File: src/rtl/lsu_pkg.sv
// lsu_pkg: shared load/store definitions for the load/store unit.
// Holds the RV32I load/store funct3 codes, the LSU state type and the
// alignment helper used when a request is accepted.
package lsu_pkg;

    localparam logic [2:0] FUNCT3_LB  = 3'b000;
    localparam logic [2:0] FUNCT3_LH  = 3'b001;
    localparam logic [2:0] FUNCT3_LW  = 3'b010;
    localparam logic [2:0] FUNCT3_LBU = 3'b100;
    localparam logic [2:0] FUNCT3_LHU = 3'b101;
    localparam logic [2:0] FUNCT3_SB  = 3'b000;
    localparam logic [2:0] FUNCT3_SH  = 3'b001;
    localparam logic [2:0] FUNCT3_SW  = 3'b010;

    typedef enum logic [1:0] {
        IDLE,
        ACCESS,
        RESP
    } lsu_state_e;

    // Byte ops never straddle; halfwords need addr[0]==0; everything else,
    // including unknown funct3 codes, is treated as a word.
    function automatic logic lsu_is_aligned(input logic [2:0] funct3,
                                            input logic [1:0] addr_lo);
        logic ok;
        case (funct3)
            FUNCT3_LB, FUNCT3_LBU: ok = 1'b1;
            FUNCT3_LH, FUNCT3_LHU: ok = !addr_lo[0];
            default:               ok = (addr_lo == 2'b00);
        endcase
        return ok;
    endfunction

endpackage

File: src/rtl/lsu.sv
// lsu: load/store unit driving a byte-addressable memory port.
// Ports: req_* (valid/ready request from the memory stage), rsp_* (one-cycle
// completion pulse with load data and split flag), mem_* (memory port, with
// combinational read data on mem_rdata_i). clk/rst: synchronous active-high.
// Misaligned halfword/word accesses are split into byte beats and rebuilt.
module lsu
    import lsu_pkg::*;
#(
    parameter int AWIDTH = 32,
    parameter int DWIDTH = 32
) (
    input  logic              clk,
    input  logic              rst,
    input  logic              req_valid_i,
    output logic              req_ready_o,
    input  logic              req_we_i,
    input  logic [AWIDTH-1:0] req_addr_i,
    input  logic [DWIDTH-1:0] req_wdata_i,
    input  logic [2:0]        req_funct3_i,
    output logic              rsp_valid_o,
    output logic [DWIDTH-1:0] rsp_rdata_o,
    output logic              rsp_misaligned_o,
    output logic [AWIDTH-1:0] mem_addr_o,
    output logic [DWIDTH-1:0] mem_wdata_o,
    output logic              mem_read_en_o,
    output logic              mem_write_en_o,
    output logic [2:0]        mem_funct3_o,
    input  logic [DWIDTH-1:0] mem_rdata_i
);

    lsu_state_e        state_q;
    logic              we_q;
    logic [AWIDTH-1:0] addr_q;
    logic [DWIDTH-1:0] wdata_q;
    logic [2:0]        f3_q;
    logic [1:0]        last_q;
    logic [1:0]        beat_q;
    logic [DWIDTH-1:0] buf_q;

    // Index of the final beat for an incoming request (beats - 1).
    logic              in_aligned;
    logic [1:0]        in_last;

    // Drive values for the beat that will be presented after the next edge:
    // beat 0 of a new request from IDLE, otherwise beat_q+1.
    logic              src_we;
    logic [AWIDTH-1:0] src_addr;
    logic [DWIDTH-1:0] src_wdata;
    logic [2:0]        src_f3;
    logic              src_mis;
    logic [1:0]        src_k;
    logic [DWIDTH-1:0] src_shift;
    logic [AWIDTH-1:0] addr_d;
    logic [DWIDTH-1:0] wdata_d;
    logic [2:0]        f3_d;

    logic [DWIDTH-1:0] buf_d;
    logic [DWIDTH-1:0] rdata_d;

    always_comb begin
        in_aligned = lsu_is_aligned(req_funct3_i, req_addr_i[1:0]);
        in_last    = 2'd0;
        if (!in_aligned) begin
            if (req_funct3_i[1:0] == 2'b01) in_last = 2'd1;
            else                            in_last = 2'd3;
        end
    end

    always_comb begin
        if (state_q == IDLE) begin
            src_we    = req_we_i;
            src_addr  = req_addr_i;
            src_wdata = req_wdata_i;
            src_f3    = req_funct3_i;
            src_mis   = !in_aligned;
            src_k     = 2'd0;
        end else begin
            src_we    = we_q;
            src_addr  = addr_q;
            src_wdata = wdata_q;
            src_f3    = f3_q;
            src_mis   = (last_q != 2'd0);
            src_k     = beat_q + 2'd1;
        end
        src_shift = src_wdata >> {src_k, 3'b000};
        if (src_mis) begin
            addr_d  = src_addr + AWIDTH'(src_k);
            wdata_d = {{(DWIDTH-8){1'b0}}, src_shift[7:0]};
            f3_d    = src_we ? FUNCT3_SB : FUNCT3_LBU;
        end else begin
            addr_d  = src_addr;
            wdata_d = src_wdata;
            f3_d    = src_f3;
        end
    end

    // Aligned loads take the already-extended word; split loads collect
    // one byte per beat, little-endian, then get extended here.
    always_comb begin
        buf_d = buf_q;
        if (last_q == 2'd0) buf_d = mem_rdata_i;
        else buf_d[{beat_q, 3'b000} +: 8] = mem_rdata_i[7:0];
        rdata_d = buf_d;
        if (last_q != 2'd0) begin
            if (f3_q == FUNCT3_LH)
                rdata_d = {{(DWIDTH-16){buf_d[15]}}, buf_d[15:0]};
            else if (f3_q == FUNCT3_LHU)
                rdata_d = {{(DWIDTH-16){1'b0}}, buf_d[15:0]};
        end
    end

    always_ff @(posedge clk) begin
        if (rst) begin
            state_q          <= IDLE;
            we_q             <= 1'b0;
            addr_q           <= '0;
            wdata_q          <= '0;
            f3_q             <= 3'b000;
            last_q           <= 2'd0;
            beat_q           <= 2'd0;
            buf_q            <= '0;
            req_ready_o      <= 1'b1;
            rsp_valid_o      <= 1'b0;
            rsp_rdata_o      <= '0;
            rsp_misaligned_o <= 1'b0;
            mem_addr_o       <= '0;
            mem_wdata_o      <= '0;
            mem_read_en_o    <= 1'b0;
            mem_write_en_o   <= 1'b0;
            mem_funct3_o     <= 3'b000;
        end else begin
            unique case (state_q)
                IDLE: begin
                    if (req_valid_i) begin
                        state_q        <= ACCESS;
                        we_q           <= req_we_i;
                        addr_q         <= req_addr_i;
                        wdata_q        <= req_wdata_i;
                        f3_q           <= req_funct3_i;
                        last_q         <= in_last;
                        beat_q         <= 2'd0;
                        buf_q          <= '0;
                        req_ready_o    <= 1'b0;
                        mem_addr_o     <= addr_d;
                        mem_wdata_o    <= wdata_d;
                        mem_funct3_o   <= f3_d;
                        mem_read_en_o  <= !req_we_i;
                        mem_write_en_o <= req_we_i;
                    end
                end
                ACCESS: begin
                    if (!we_q) buf_q <= buf_d;
                    if (beat_q == last_q) begin
                        state_q          <= RESP;
                        mem_addr_o       <= '0;
                        mem_wdata_o      <= '0;
                        mem_funct3_o     <= 3'b000;
                        mem_read_en_o    <= 1'b0;
                        mem_write_en_o   <= 1'b0;
                        rsp_valid_o      <= 1'b1;
                        rsp_rdata_o      <= we_q ? '0 : rdata_d;
                        rsp_misaligned_o <= (last_q != 2'd0);
                    end else begin
                        beat_q       <= beat_q + 2'd1;
                        mem_addr_o   <= addr_d;
                        mem_wdata_o  <= wdata_d;
                        mem_funct3_o <= f3_d;
                    end
                end
                RESP: begin
                    state_q          <= IDLE;
                    req_ready_o      <= 1'b1;
                    rsp_valid_o      <= 1'b0;
                    rsp_rdata_o      <= '0;
                    rsp_misaligned_o <= 1'b0;
                end
                default: begin
                    state_q     <= IDLE;
                    req_ready_o <= 1'b1;
                end
            endcase
        end
    end

endmodule

File: config.mk
export PLATFORM = sky130hd
export DESIGN_NAME = lsu
export DESIGN_NICKNAME = d
export VERILOG_FILES = /design/src/rtl/lsu_pkg.sv /design/src/rtl/lsu.sv
export SDC_FILE = /design/constraint.sdc
export NUM_CORES = 1
export LEC_CHECK = 0
export BUFFER_PORTS_ARGS = -buffer_cell sky130_fd_sc_hd__buf_2
export CAP_MARGIN = 15
export CORE_MARGIN = 2
export CORE_UTILIZATION = 25
export CTS_CLUSTER_DIAMETER = 50
export DETAILED_ROUTE_END_ITERATION = 8
export PLACE_DENSITY = 0.48
export SYNTH_ARGS = -nofsm -noshare
export SYNTH_HDL_FRONTEND = slang
export SYNTH_SLANG_ARGS = --single-unit
File: constraint.sdc
create_clock -name clk -period 5.15 [get_ports clk]
set_input_delay 1.03 -clock clk [delete_from_list [all_inputs] [get_ports clk]]
set_output_delay 1.03 -clock clk [all_outputs]
set_load 0.03 [all_outputs]
Word level (Yosys, flattened, before mapping)
Index checks and enable logic that the tools add are counted.
Operators by class
  add/subtract/negate cells: 3
  multipliers: 0
  divide/modulo/power cells: 0
  order comparisons: 0
  eq/ne operators: 13
  shifts and indexed selects: 3
  mux-type cells: 50
  bitwise operators: 1
  reduce and logical (&&, ||, !) cells: 20
Operator list (number)
  $mux W32: 16
  $pmux W32 S2: 4
  $add A32 B2 Y32: 1
  $bwmux W32: 1
  $shift A8 B7 Y32 const A: 1
  $shiftx A8 B7 Y32: 1
  $shr A32 B5 Y8: 1
  $mux W3: 5
  $mux W2: 7
  $pmux W1 S2: 6
  $reduce_and A2 Y1: 5
  $eq A3 B3 Y1 const B: 3
  $reduce_and A3 Y1: 3
  $mux W1: 8
  $ne A2 B2 Y1 const B: 4
  $pmux W2 S2: 2
  $neg A5 Y7: 1
  $eq A3 B1 Y1 const B: 2
  $logic_not A2 Y1: 3
  $pmux W3 S2: 1
  $reduce_bool A2 Y1: 3
  $eq A2 B1 Y1 const B: 2
  $reduce_or A2 Y1: 2
  $logic_not A1 Y1: 3
  other kinds (5): 5
Word-level totals
  register bits after elaboration: 210
  bits in latches: 0
  RAM bits: 0
  memory bits (read-only): 0
  input port bits: 103
  output and inout bits: 104
  logic and storage cells: 107
  memories: 0

Logic depth before layout (Yosys ltp)
Gate-level depths: netlist of run 1.
  word-level depth: 10
  mapped depth: 14
  gate-level depth less buffers: 11

Worst setup path after synthesis of run 1
OpenSTA, ideal clock, no wires.
  path type: flip-flop to flip-flop
  start point: register state_q[0]
  end point: register mem_addr_o[18]
  arrival time: 2.834 ns
  setup slack: 2.199 ns
  cell stages (with the launch flop): 14
  buffers on the path: 6
  clock period less this slack: 2.951 ns
  cells stage by stage: dfxtp_1 -> buf_6 -> buf_6 -> nor2_2 -> buf_2 -> buf_2 -> clkbuf_1 -> nor2_1 -> ha_1 -> fa_1 -> nand4_2 -> buf_2 -> o41ai_1 -> a32o_1
On the way
  word-level cells in the longest chain between the ends: 6
  elaborated cells on any way between the ends: 13
  those cells by class: add/sub (1); eq/ne (2); mux (7); reduce/logical (3)
RTL lines
  from (decl): line lsu.sv:31  | lsu_state_e state_q;
  from (signal assigned): line lsu.sv:114  | state_q <= IDLE;
  from (signal assigned): line lsu.sv:135  | state_q <= ACCESS;
  from (signal assigned): line lsu.sv:154  | state_q <= RESP;
  $logic_not A2 Y1: line lsu.sv:70, lsu.sv:132
  $mux W32 / $mux W2 (equally long branches): line lsu.sv:70  | if (state_q == IDLE) begin
  $add A32 B2 Y32: line lsu.sv:87  | addr_d = src_addr + AWIDTH'(src_k);
  $mux W32: line lsu.sv:86  | if (src_mis) begin
  $mux W32, on equally long branches: line lsu.sv:153, lsu.sv:134
  $pmux W32 S2: line lsu.sv:132  | unique case (state_q)
  to (signal assigned): line lsu.sv:144  | mem_addr_o <= addr_d;
  to (signal assigned): line lsu.sv:165  | mem_addr_o <= addr_d;
  to (decl): line lsu.sv:23  | output logic [AWIDTH-1:0] mem_addr_o,
Several ways; a longest one is shown, not always the timed one. The select of a mux whose other input is x is not followed.
A chain may end at the register's enable or synchronous reset.

Final worst setup path of run 1
  start point: register beat_q[1]
  end point: register mem_addr_o[18]
On the way
  word-level cells in the longest chain between the ends: 6
  elaborated cells on any way between the ends: 8
  those cells by class: add/sub (2); eq/ne (1); mux (5)
RTL lines
  from (decl): line lsu.sv:37  | logic [1:0] beat_q;
  from (signal assigned): line lsu.sv:164  | beat_q <= beat_q + 2'd1;
  $add A2 B1 Y2: line lsu.sv:83  | src_k = beat_q + 2'd1;
  $mux W2: line lsu.sv:70
  $add A32 B2 Y32: line lsu.sv:87
  $mux W32: line lsu.sv:86
  $mux W32, on equally long branches: line lsu.sv:153, lsu.sv:134
  $pmux W32 S2 (*): line lsu.sv:132
Every way passes the cells marked *; elsewhere a longest branch is shown, timed or not. The select of a mux whose other input is x is not followed.

==> results.yml, run 1 <==
clock_network:
  clock_path_buffers: 3
  clk_pin_slew_ps: 60
  clock_latency_ps: 510
  clock_sinks: 210
  numCtsBuffers: 35
  hold_buffers: 0
  htreeDepth: 2
  cts_tree: "done"
  cts_root_buffer: "clkbuf_16"
  cts_setup_buffers: 0
  cts_resized: 0
power:
  p_leak_nw: 5.44
  p_int_mw: 3.77
  switching_share_pct: 30.4
  power.density_nw_per_um2: 422
  total_power_mw: 5.41
  power.switching_mw: 1.65
  clkPwrFrac_pct: 46.6
  seq_power_share_pct: 34.0
  p_comb_share_pct: 19.4
  ir_drop_mv: 0.172
timing:
  relSlewSlack_pct: 23.8
  report.final.slew_viol_count: 0
  holdWs_ps: 442
  finalHoldViolations: 0
  rsz0062_at_grt: "false"
  tns_ps: 0
  worstMarginPinSlew_ps: 1140
  fmax_mhz: 301
  skew_ps: 32.9
  setup_viol: 0
  period_needed_ps: 3330
  fin_crit_sh_pct: 64.6
global_routing:
  antenna_found_initial: 4
  grt_pass1_wl_um: 54000
  grt_max_degree: 127
  grt_pass1_vias: 8968
  grt_usage_pct: 16.4
  overflow: 0
yosys:
  yosysTopAreaCell: "dfxtp_1"
  yosysWarnings: 0
  synthDominantCellAreaShare_pct: 41.7
  synth-edff-count: 0
  seq_area_frac_synth_pct: 41.7
  synth.distinct_cells: 67
  ys_ff_latch: 210
  syn_area_sq_um: 10100
  syn_inst: 1235
  synth_ff_type: "dfxtp_1"
  synthTopCellsByArea: "dfxtp_1, nand2_1, a21oi_1"
  synthesis.nets: 1346
  synth_area_per_cell_sq_um: 8.17
  async_flop_share_pct: 0
setup_path:
  worstPathRequired_ps: 5550
  critical_path_buf_inv_count: 2
  cpPeakStageDelay_ps: 660
  crit_family: "simple AND/OR/NAND/NOR gates"
  r2r_slack_ps: 1820
  cp-start-kind: "register"
  crit_path_max_fanout: 15
  r2r_start: "beat_q[1]$_SDFFE_PP0P_"
  crit_type: "reg2reg"
  critPathSlowestCell: "ha_1"
  ff2ff_path_depth: 8
  worstReg2RegEnd: "mem_addr_o[18]$_SDFFE_PP0P_"
  endpoint_kind: "register"
  crit_path_frequent_cell: "inv_1"
  cp_cell_sequence: "inv_1 > ha_1 > nand2_1 > inv_1 > fa_1 > nand4_2 > or3_1 > a32o_1"
  cp.arrival_ps: 3730
placed_design:
  numPortBuffers: 206
  dp.cells: 1894
  dp_hpwl_um: 23800
  gp_congestion: 0.799
drt:
  drtIter0Drc: 645
  avgViaCountPerCell: 4.85
  detail-route-antenna-nets: 0
  wirelength_um: 35100
  drc: 0
  route.vias.total: 9493
  firstDrtPassIters: 7
  wl_per_cell_um: 18.0
final_layout:
  syn2layout_area_growth_pct: 27.1
  final_layout_size_suffix_gt1_share_pct: 23.2
  fin_util_pct: 32.2
  stdcell_count: 1957
  fillers: 4271
  nets: 1517
floorplan:
  pin_count: 207
  initial_core_util_pct: 25.3
  die_y_um: 205
  die_x_um: 205
  core_region_area_sq_um: 39800
  rows: 73
  dieArea_sq_um: 42000
hold_path:
  hp-class: "reg2reg"
  holdPathStages: 2
  hold_path.startpoint: "mem_addr_o[19]$_SDFFE_PP0P_"
  hold_end: "mem_addr_o[19]$_SDFFE_PP0P_"
flow_run:
  maxCapViolCount: 0
status:
  status: "finished, final reports clean"
-- per-stage QoR --
stage	setup slack, ps	cell area, sq um
global route	1430	12800
floorplan	2200	10100
global placement	1940	11600
finish	1820	12800
CTS	1790	12800
detailed placement	1830	11600
-- kinds of logic after synthesis --
group                      synth area share (%)
DFF                                        41.7
adders and majority gates                  1.07
buffers and inverters                      4.53
muxes                                      7.24
xor gates and xnor gates                   2.17
and+or+nand+nor                            21.0
AOI/OAI and AO/OA                          22.3
-- cells in the mapped netlist, types with 2 or more instances --
| library cell | count |
|---|---|
| nor2_1 | 135 |
| o21bai_1 | 2 |
| nor3_1 | 14 |
| clkbuf_1 | 70 |
| nand4_1 | 2 |
| nand2_1 | 243 |
| a22oi_4 | 2 |
| nor4_1 | 3 |
| o31ai_1 | 4 |
| xor2_1 | 19 |
| o21ai_0 | 53 |
| a22oi_1 | 52 |
| buf_6 | 5 |
| a221o_1 | 7 |
| and3_1 | 6 |
| nor4_2 | 4 |
| or2_2 | 3 |
| o21ai_1 | 21 |
| and2_1 | 4 |
| a31oi_1 | 9 |
| a32o_1 | 3 |
| a2bb2oi_1 | 27 |
| buf_2 | 14 |
| a222oi_1 | 5 |
| nand4bb_1 | 8 |
| nand3_1 | 5 |
| ha_1 | 7 |
| mux4_2 | 3 |
| a21o_1 | 11 |
| a22o_1 | 10 |
| a22oi_2 | 2 |
| inv_1 | 11 |
| a21oi_1 | 117 |
| nor2b_1 | 17 |
| mux2i_1 | 55 |
| dfxtp_1 | 210 |
| or3b_1 | 2 |
| mux2_2 | 10 |
| buf_1 | 4 |
| a211oi_1 | 2 |
| o211ai_1 | 11 |
| nor3_2 | 2 |
| xnor2_1 | 6 |
| nand4_2 | 2 |
| nand2b_1 | 11 |
-- cells in the final DEF (no fill, tap or decap), types with 4 or more instances in the layout --
cell,synthesis,routed
nand2_1,243,242
a221o_1,7,7
dfxtp_1,210,210
mux2i_1,55,55
inv_1,11,11
a2bb2oi_1,27,27
nor2b_1,17,16
mux2_2,10,10
bufinv_16,0,7
nand3_1,5,5
xnor2_1,6,6
o211ai_1,11,11
nand4bb_1,8,8
a22o_1,10,10
a22oi_1,52,52
buf_4,1,22
and3_1,6,6
ha_1,7,7
xor2_1,19,19
nor3_1,14,14
nor2_1,135,133
a21o_1,11,11
inv_6,0,7
o31ai_1,4,4
a31oi_1,9,9
buf_2,14,205
clkbuf_16,0,35
nand2b_1,11,11
nor4_2,4,4
o21ai_1,21,21
a222oi_1,5,5
o21ai_0,53,53
a21oi_1,117,117
-- power by group through the flow --
stage	Clock [mW]	Combinational, mW	Sequential (mW)
final	2.52	1.05	1.84
after global routing	2.68	1.16	1.86
after CTS	2.59	1.06	1.84
after detailed placement	0	1.06	1.88
after global placement	0	1.06	1.87
after floorplan	0	0.601	1.99
-- metal layers --
metal	share of wire, %	global-route usage [%]	wire, um
met2	46	26.4	16200
met4	1.7	3.96	596
met3	6.3	4.07	2230
met1	46	21.8	16100
met5	0.085	0	30
-- area by class of cell --
| class | count | area [sq um] | share of cell area, % |
|---|---|---|---|
| clock buffers | 39 | 921 | 7.18 |
| inverters | 12 | 45.0 | 0.351 |
| well taps | 525 | 657 | 5.12 |
| flip-flops and latches | 210 | 4200 | 32.8 |
| clock inverters | 22 | 330 | 2.58 |
| repair buffers | 228 | 1200 | 9.38 |
| multi-input cells | 919 | 5460 | 42.6 |
| diodes | 2 | 5.00 | 0.0390 |
-- sequential cells by signal, summed over array words and instances (netlist names) --
register and cells:
we_q 1, mem_write_en_o 1, rsp_valid_o 1, f3_q 3
mem_addr_o 32, mem_funct3_o 3, req_ready_o 1, mem_wdata_o 32
beat_q 2, mem_read_en_o 1, last_q 2, buf_q 32
addr_q 32, wdata_q 32, rsp_misaligned_o 1, rsp_rdata_o 32
state_q 2
-- worst register-to-register path, delay by kind of cell (launching register included) --
kind	cells	cell delay (ps)
flip-flops	1	400
AND/OR/NAND/NOR	3	1360
adder cells (fa/ha/maj)	2	900
buffers and inverters	2	310
AO/OA/AOI/OAI	1	260
-- worst max-delay path by stage --
| stage | from | endpoint | slack, ps | cells past startpoint |
|---|---|---|---|---|
| 2_1_floorplan | state_q[0]$_SDFFE_PP0P_ | mem_addr_o[18]$_SDFFE_PP0P_ | 2200 | 13 |
| 3_3_place_gp | beat_q[1]$_SDFFE_PP0P_ | mem_addr_o[12]$_SDFFE_PP0P_ | 1940 | 9 |
| 3_5_place_dp | beat_q[1]$_SDFFE_PP0P_ | mem_addr_o[18]$_SDFFE_PP0P_ | 1830 | 8 |
| 4_1_cts | beat_q[1]$_SDFFE_PP0P_ | mem_addr_o[18]$_SDFFE_PP0P_ | 1790 | 8 |
| 5_1_grt | beat_q[1]$_SDFFE_PP0P_ | rsp_rdata_o[25]$_SDFFE_PP0P_ | 1430 | 8 |
| 6_report | beat_q[1]$_SDFFE_PP0P_ | mem_addr_o[18]$_SDFFE_PP0P_ | 1820 | 8 |
No activity file was read; power rests on OpenSTA's default activity.
==> run 2: changes to the inputs <==
==> constraint.sdc (replaced) <==
create_clock -name clk -period 3.3 [get_ports clk]
set_input_delay 0.66 -clock clk [delete_from_list [all_inputs] [get_ports clk]]
set_output_delay 0.66 -clock clk [all_outputs]
set_load 0.03 [all_outputs]
==> results.yml, run 2 (same netlist as run 1, synthesis figures left out) <==
hold_path:
  hp-class: "in2reg"
global_routing:
  grt_usage_pct: 16.7
  grt_pass1_wl_um: 54400
  grt_pass1_vias: 9456
  grt_max_degree: 104
  overflow: 0
  antenna_found_initial: 4
timing:
  rsz0062_at_grt: "false"
  worstMarginPinSlew_ps: 597
  skew_ps: 25.6
  fmax_mhz: 361
  fin_crit_sh_pct: 84.0
  setup_viol: 0
  report.final.slew_viol_count: 0
  relSlewSlack_pct: 60.1
  finalHoldViolations: 0
  period_needed_ps: 2770
  tns_ps: 0
final_layout:
  mostFrequentLayoutCell: "nand2_1"
  fin_util_pct: 32.4
  final_cell_mix: "nand2_1, dfxtp_1, buf_2"
  final_layout_size_suffix_gt1_share_pct: 23.5
  syn2layout_area_growth_pct: 28.0
  final_area_sq_um: 12900
  nets: 1524
clock_network:
  clock_path_buffers: 3
  cts_root_buffer: "clkbuf_16"
  clk_pin_slew_ps: 60
  clock_sinks: 210
  hold_buffers: 0
  htreeDepth: 2
  cts_tree: "done"
  cts_resized: 0
  numCtsBuffers: 36
  clock_latency_ps: 540
  cts_setup_buffers: 0
power:
  power.switching_mw: 2.60
  p_comb_share_pct: 19.4
  power.density_nw_per_um2: 660
  seq_power_share_pct: 33.7
  ir_drop_mv: 0.257
  p_leak_nw: 5.50
  total_power_mw: 8.52
  switching_share_pct: 30.6
  p_int_mw: 5.92
  clkPwrFrac_pct: 46.8
placed_design:
  numPortBuffers: 206
  gp_congestion: 0.798
  dp_hpwl_um: 24400
  post_dp_cell_area_sq_um: 11600
status:
  status: "finished, final reports clean"
setup_path:
  crit_type: "reg2reg"
  worstPathRequired_ps: 3720
  crit_path_max_fanout: 6
  cp-start-kind: "register"
  critPathSlowestCell: "nor4_1"
  cp_cell_sequence: "inv_1 > ha_1 > nand2_1 > inv_1 > ha_1 > a21oi_1 > a21oi_2 > nand4_1 > nor4_1 > xor2_1 > o21ai_1"
  cpPeakStageDelay_ps: 430
  endpoint_kind: "register"
  cp.arrival_ps: 3200
floorplan:
  initial_core_util_pct: 25.3
  rows: 73
  die_y_um: 205
  core_region_area_sq_um: 39800
  dieArea_sq_um: 42000
  die_x_um: 205
  pin_count: 207
drt:
  detail-route-antenna-nets: 0
  wl_per_cell_um: 18.1
  wirelength_um: 35500
  drtIter0Drc: 608
  drc: 0
  firstDrtPassIters: 5
  route.vias.total: 9569
  avgViaCountPerCell: 4.87
flow_run:
  maxCapViolCount: 0
-- run 2: changes by cell type in the layout (fill, tap and decap cells not counted), moves of 3 or more --
cell       before  now
buf_4          22   26
clkbuf_1        1    4
clkbuf_16      35   38
clkinv_2        2    8
inv_6           7    2
-- run 2: layout make-up --
type                    count  area, sq um
clock buffers              43          980
multi-input cells         919         5460
diodes                      1         2.50
well taps                 525          657
inverters                  12         45.0
repair buffers            234         1270
flip-flops and latches    210         4200
fillers                  4290        26900
clock inverters            22          297
-- run 2: power by group through the flow --
stage          logic (mW)  registers, mW  clock network, mW
5_1_grt              1.82           2.90               4.21
3_5_place_dp         1.67           2.93                  0
6_report             1.66           2.87               3.99
3_3_place_gp         1.67           2.92                  0
4_1_cts              1.67           2.88               4.10
2_1_floorplan       0.938           3.10                  0
-- run 2: worst paths after layout --
check | start | cells after the start | endpoint | slack [ps]
setup / recovery | beat_q[1]$_SDFFE_PP0P_ | 11 | mem_addr_o[15]$_SDFFE_PP0P_ | 530
hold / removal | req_addr_i[4] | 3 | addr_q[4]$_SDFFE_PP0P_ | 360
setup reg to reg | beat_q[1]$_SDFFE_PP0P_ | 11 | mem_addr_o[15]$_SDFFE_PP0P_ | 530
hold reg to reg | mem_addr_o[11]$_SDFFE_PP0P_ | 2 | mem_addr_o[11]$_SDFFE_PP0P_ | 440
-- run 2: routing by layer --
metal	vias up	wire, um	GRT usage (%)
met3	65	1920	3.72
met4	4	1140	7.07
met5	-	23	0
li1	4695	-	-
met1	4575	16300	21.4
met2	230	16100	26.9
-- run 2: worst max-delay path, delay by kind of cell (launching register included) --
family,cells,cell delay (ps)
AOI/OAI and AO/OA,3,310
xor gates and xnor gates,1,190
adders and majority gates,2,610
buffers and inverters,2,240
DFF,1,400
and+or+nand+nor,3,930
-- run 2: through the flow --
stage | cells | hold WS [ps] | worst slack [ps]
after floorplan | 1235 | 433 | 349
after global placement | 1900 | 439 | 586
after detailed placement | 1900 | 440 | 451
after CTS | 1965 | 338 | 456
after global routing | 1966 | 372 | 249
final | 1966 | 364 | 528
==> run 3: changes to the inputs <==
--- a/config.mk
+++ b/config.mk
@@ -11,7 +11,7 @@
 export CORE_UTILIZATION = 25
 export CTS_CLUSTER_DIAMETER = 50
 export DETAILED_ROUTE_END_ITERATION = 8
-export PLACE_DENSITY = 0.48
+export PLACE_DENSITY = 0.49
 export SYNTH_ARGS = -nofsm -noshare
 export SYNTH_HDL_FRONTEND = slang
 export SYNTH_SLANG_ARGS = --single-unit
==> constraint.sdc (replaced) <==
create_clock -name clk -period 2.4 [get_ports clk]
set_input_delay 0.48 -clock clk [delete_from_list [all_inputs] [get_ports clk]]
set_output_delay 0.48 -clock clk [all_outputs]
set_load 0.03 [all_outputs]
==> results.yml, run 3 (same netlist as run 1, synthesis figures left out) <==
setup_path:
  r2r_slack_ps: 80
  r2r_start: "state_q[0]$_SDFFE_PP0P_"
  cp-start-kind: "register"
  crit_path_max_fanout: 15
  worstReg2RegEnd: "mem_addr_o[18]$_SDFFE_PP0P_"
  crit_type: "reg2reg"
  endpoint_kind: "register"
  ff2ff_path_depth: 7
  worstPathRequired_ps: 2860
  cp.arrival_ps: 2790
placed_design:
  post_dp_cell_area_sq_um: 12000
  dp_hpwl_um: 24400
  gp_congestion: 0.818
  numPortBuffers: 206
floorplan:
  die_y_um: 205
  rows: 73
  core_region_area_sq_um: 39800
  pin_count: 207
  initial_core_util_pct: 25.3
  die_x_um: 205
  dieArea_sq_um: 42000
drt:
  drtIter0Drc: 535
  detail-route-antenna-nets: 0
  wirelength_um: 35500
  dr.max_layer_used: "met5"
  firstDrtPassIters: 5
  avgViaCountPerCell: 4.84
  wl_met1_um: 15800
  wl_met2_um: 16400
  route.vias.total: 9711
  drc: 0
  wl_per_cell_um: 17.7
  met3_length_um: 2240
global_routing:
  grt_usage_pct: 16.6
  grt_pass1_wl_um: 53900
  antenna_found_initial: 7
  grt_pass1_vias: 9290
  grt_max_degree: 75
  overflow: 0
hold_path:
  holdPathStages: 3
  hp-class: "in2reg"
  hold_path.startpoint: "req_wdata_i[7]"
  hold_end: "wdata_q[7]$_SDFFE_PP0P_"
final_layout:
  final_area_sq_um: 13300
  mostFrequentLayoutCell: "nand2_1"
  final_cell_mix: "nand2_1, dfxtp_1, buf_2"
  final_layout_size_suffix_gt1_share_pct: 26.5
  syn2layout_area_growth_pct: 31.4
  nets: 1563
  fillers: 4311
timing:
  rsz0062_at_grt: "true"
  holdWs_ps: 191
  relSlewSlack_pct: 62.7
  period_needed_ps: 2320
  report.final.slew_viol_count: 0
  finalHoldViolations: 0
  setup_viol: 0
  fin_crit_sh_pct: 96.9
  fmax_mhz: 430
  skew_ps: 20.6
  worstMarginPinSlew_ps: 557
power:
  ir_drop_mv: 0.419
  total_power_mw: 11.1
  p_leak_nw: 5.71
  power.density_nw_per_um2: 837
clock_network:
  clock_latency_ps: 530
  clock_path_buffers: 3
  numCtsBuffers: 34
  hold_buffers: 0
  htreeDepth: 2
  clk_pin_slew_ps: 60
  cts_root_buffer: "clkbuf_16"
  cts_tree: "done"
  clock_sinks: 210
status:
  status: "finished, final reports clean"
flow_run:
  maxCapViolCount: 0
-- run 3: changes by cell type in the layout (fill, tap and decap cells not counted), moves of 3 or more --
| cell | before | now |
|---|---|---|
| dfxtp_2 | 0 | 4 |
| inv_1 | 11 | 8 |
| ha_1 | 7 | 4 |
| buf_12 | 2 | 8 |
| clkbuf_16 | 38 | 34 |
| dfxtp_1 | 210 | 206 |
| buf_4 | 26 | 58 |
| bufinv_16 | 6 | 2 |
| clkinv_4 | 1 | 5 |
-- run 3: final cells by class --
cell class / instances / area (sq um) / area share (%)
Multi-Input combinational cell: 920 / 5590 / 42.1
Inverter: 12 / 48.8 / 0.368
Clock buffer: 42 / 901 / 6.80
Sequential cell: 210 / 4210 / 31.8
Timing Repair Buffer: 274 / 1660 / 12.5
Clock inverter: 19 / 191 / 1.44
Antenna cell: 3 / 7.51 / 0.0566
Tap cell: 525 / 657 / 4.96
-- run 3: worst max-delay path, cell delays in order (launching register included) --
cell and delay, ps:
dfxtp_2 350, buf_6 160, or3b_1 400, a22oi_2 320
nand4_4 200, buf_4 190, o41ai_1 400, a32o_1 220
-- run 3: worst max-delay path by stage --
stage / depth (start not counted) / to / startpoint / slack (ps)
final: 7 / mem_addr_o[18]$_SDFFE_PP0P_ / state_q[0]$_SDFFE_PP0P_ / 80
after CTS: 8 / mem_addr_o[21]$_SDFFE_PP0P_ / state_q[0]$_SDFFE_PP0P_ / 3
after detailed placement: 10 / mem_addr_o[9]$_SDFFE_PP0P_ / state_q[0]$_SDFFE_PP0P_ / -40
after global placement: 10 / mem_addr_o[15]$_SDFFE_PP0P_ / state_q[0]$_SDFFE_PP0P_ / -6
after floorplan: 14 / mem_addr_o[28]$_SDFFE_PP0P_ / state_q[0]$_SDFFE_PP0P_ / -3
after global routing: 13 / mem_addr_o[13]$_SDFFE_PP0P_ / beat_q[0]$_SDFFE_PP0P_ / -20
-- run 3: repair_timing --
action,CTS,global route
endpoints found under the setup margin,5,20
buffers inserted,1,10
gates cloned,0,1
gates resized for setup,1,11
pin swaps,1,11
-- run 3: per-layer routing --
layer	up-vias	global-route usage [%]
met1	4609	21.1
met5	-	0
li1	4789	-
met4	4	6.78
met2	246	26.7
met3	63	4.20
-- run 3: through the flow --
step | TNS [ps] | utilization (%) | setup WS [ps] | cells
floorplan | -3.09 | - | -3.04 | 1235
global placement | -6.31 | 30.1 | -6.31 | 1929
detailed placement | -118 | 30.1 | -44.0 | 1929
CTS | 0 | 32.9 | 2.82 | 1991
global route | -165 | 33.3 | -20.3 | 2002
finish | 0 | 33.3 | 75.1 | 2005
-- run 3: report_power, final --
group	total [mW]	internal [mW]	switching (mW)
logic	2.40	0.874	1.53
clock network	4.74	2.92	1.82
registers	3.95	3.77	0.182
total	11.1	7.56	3.53
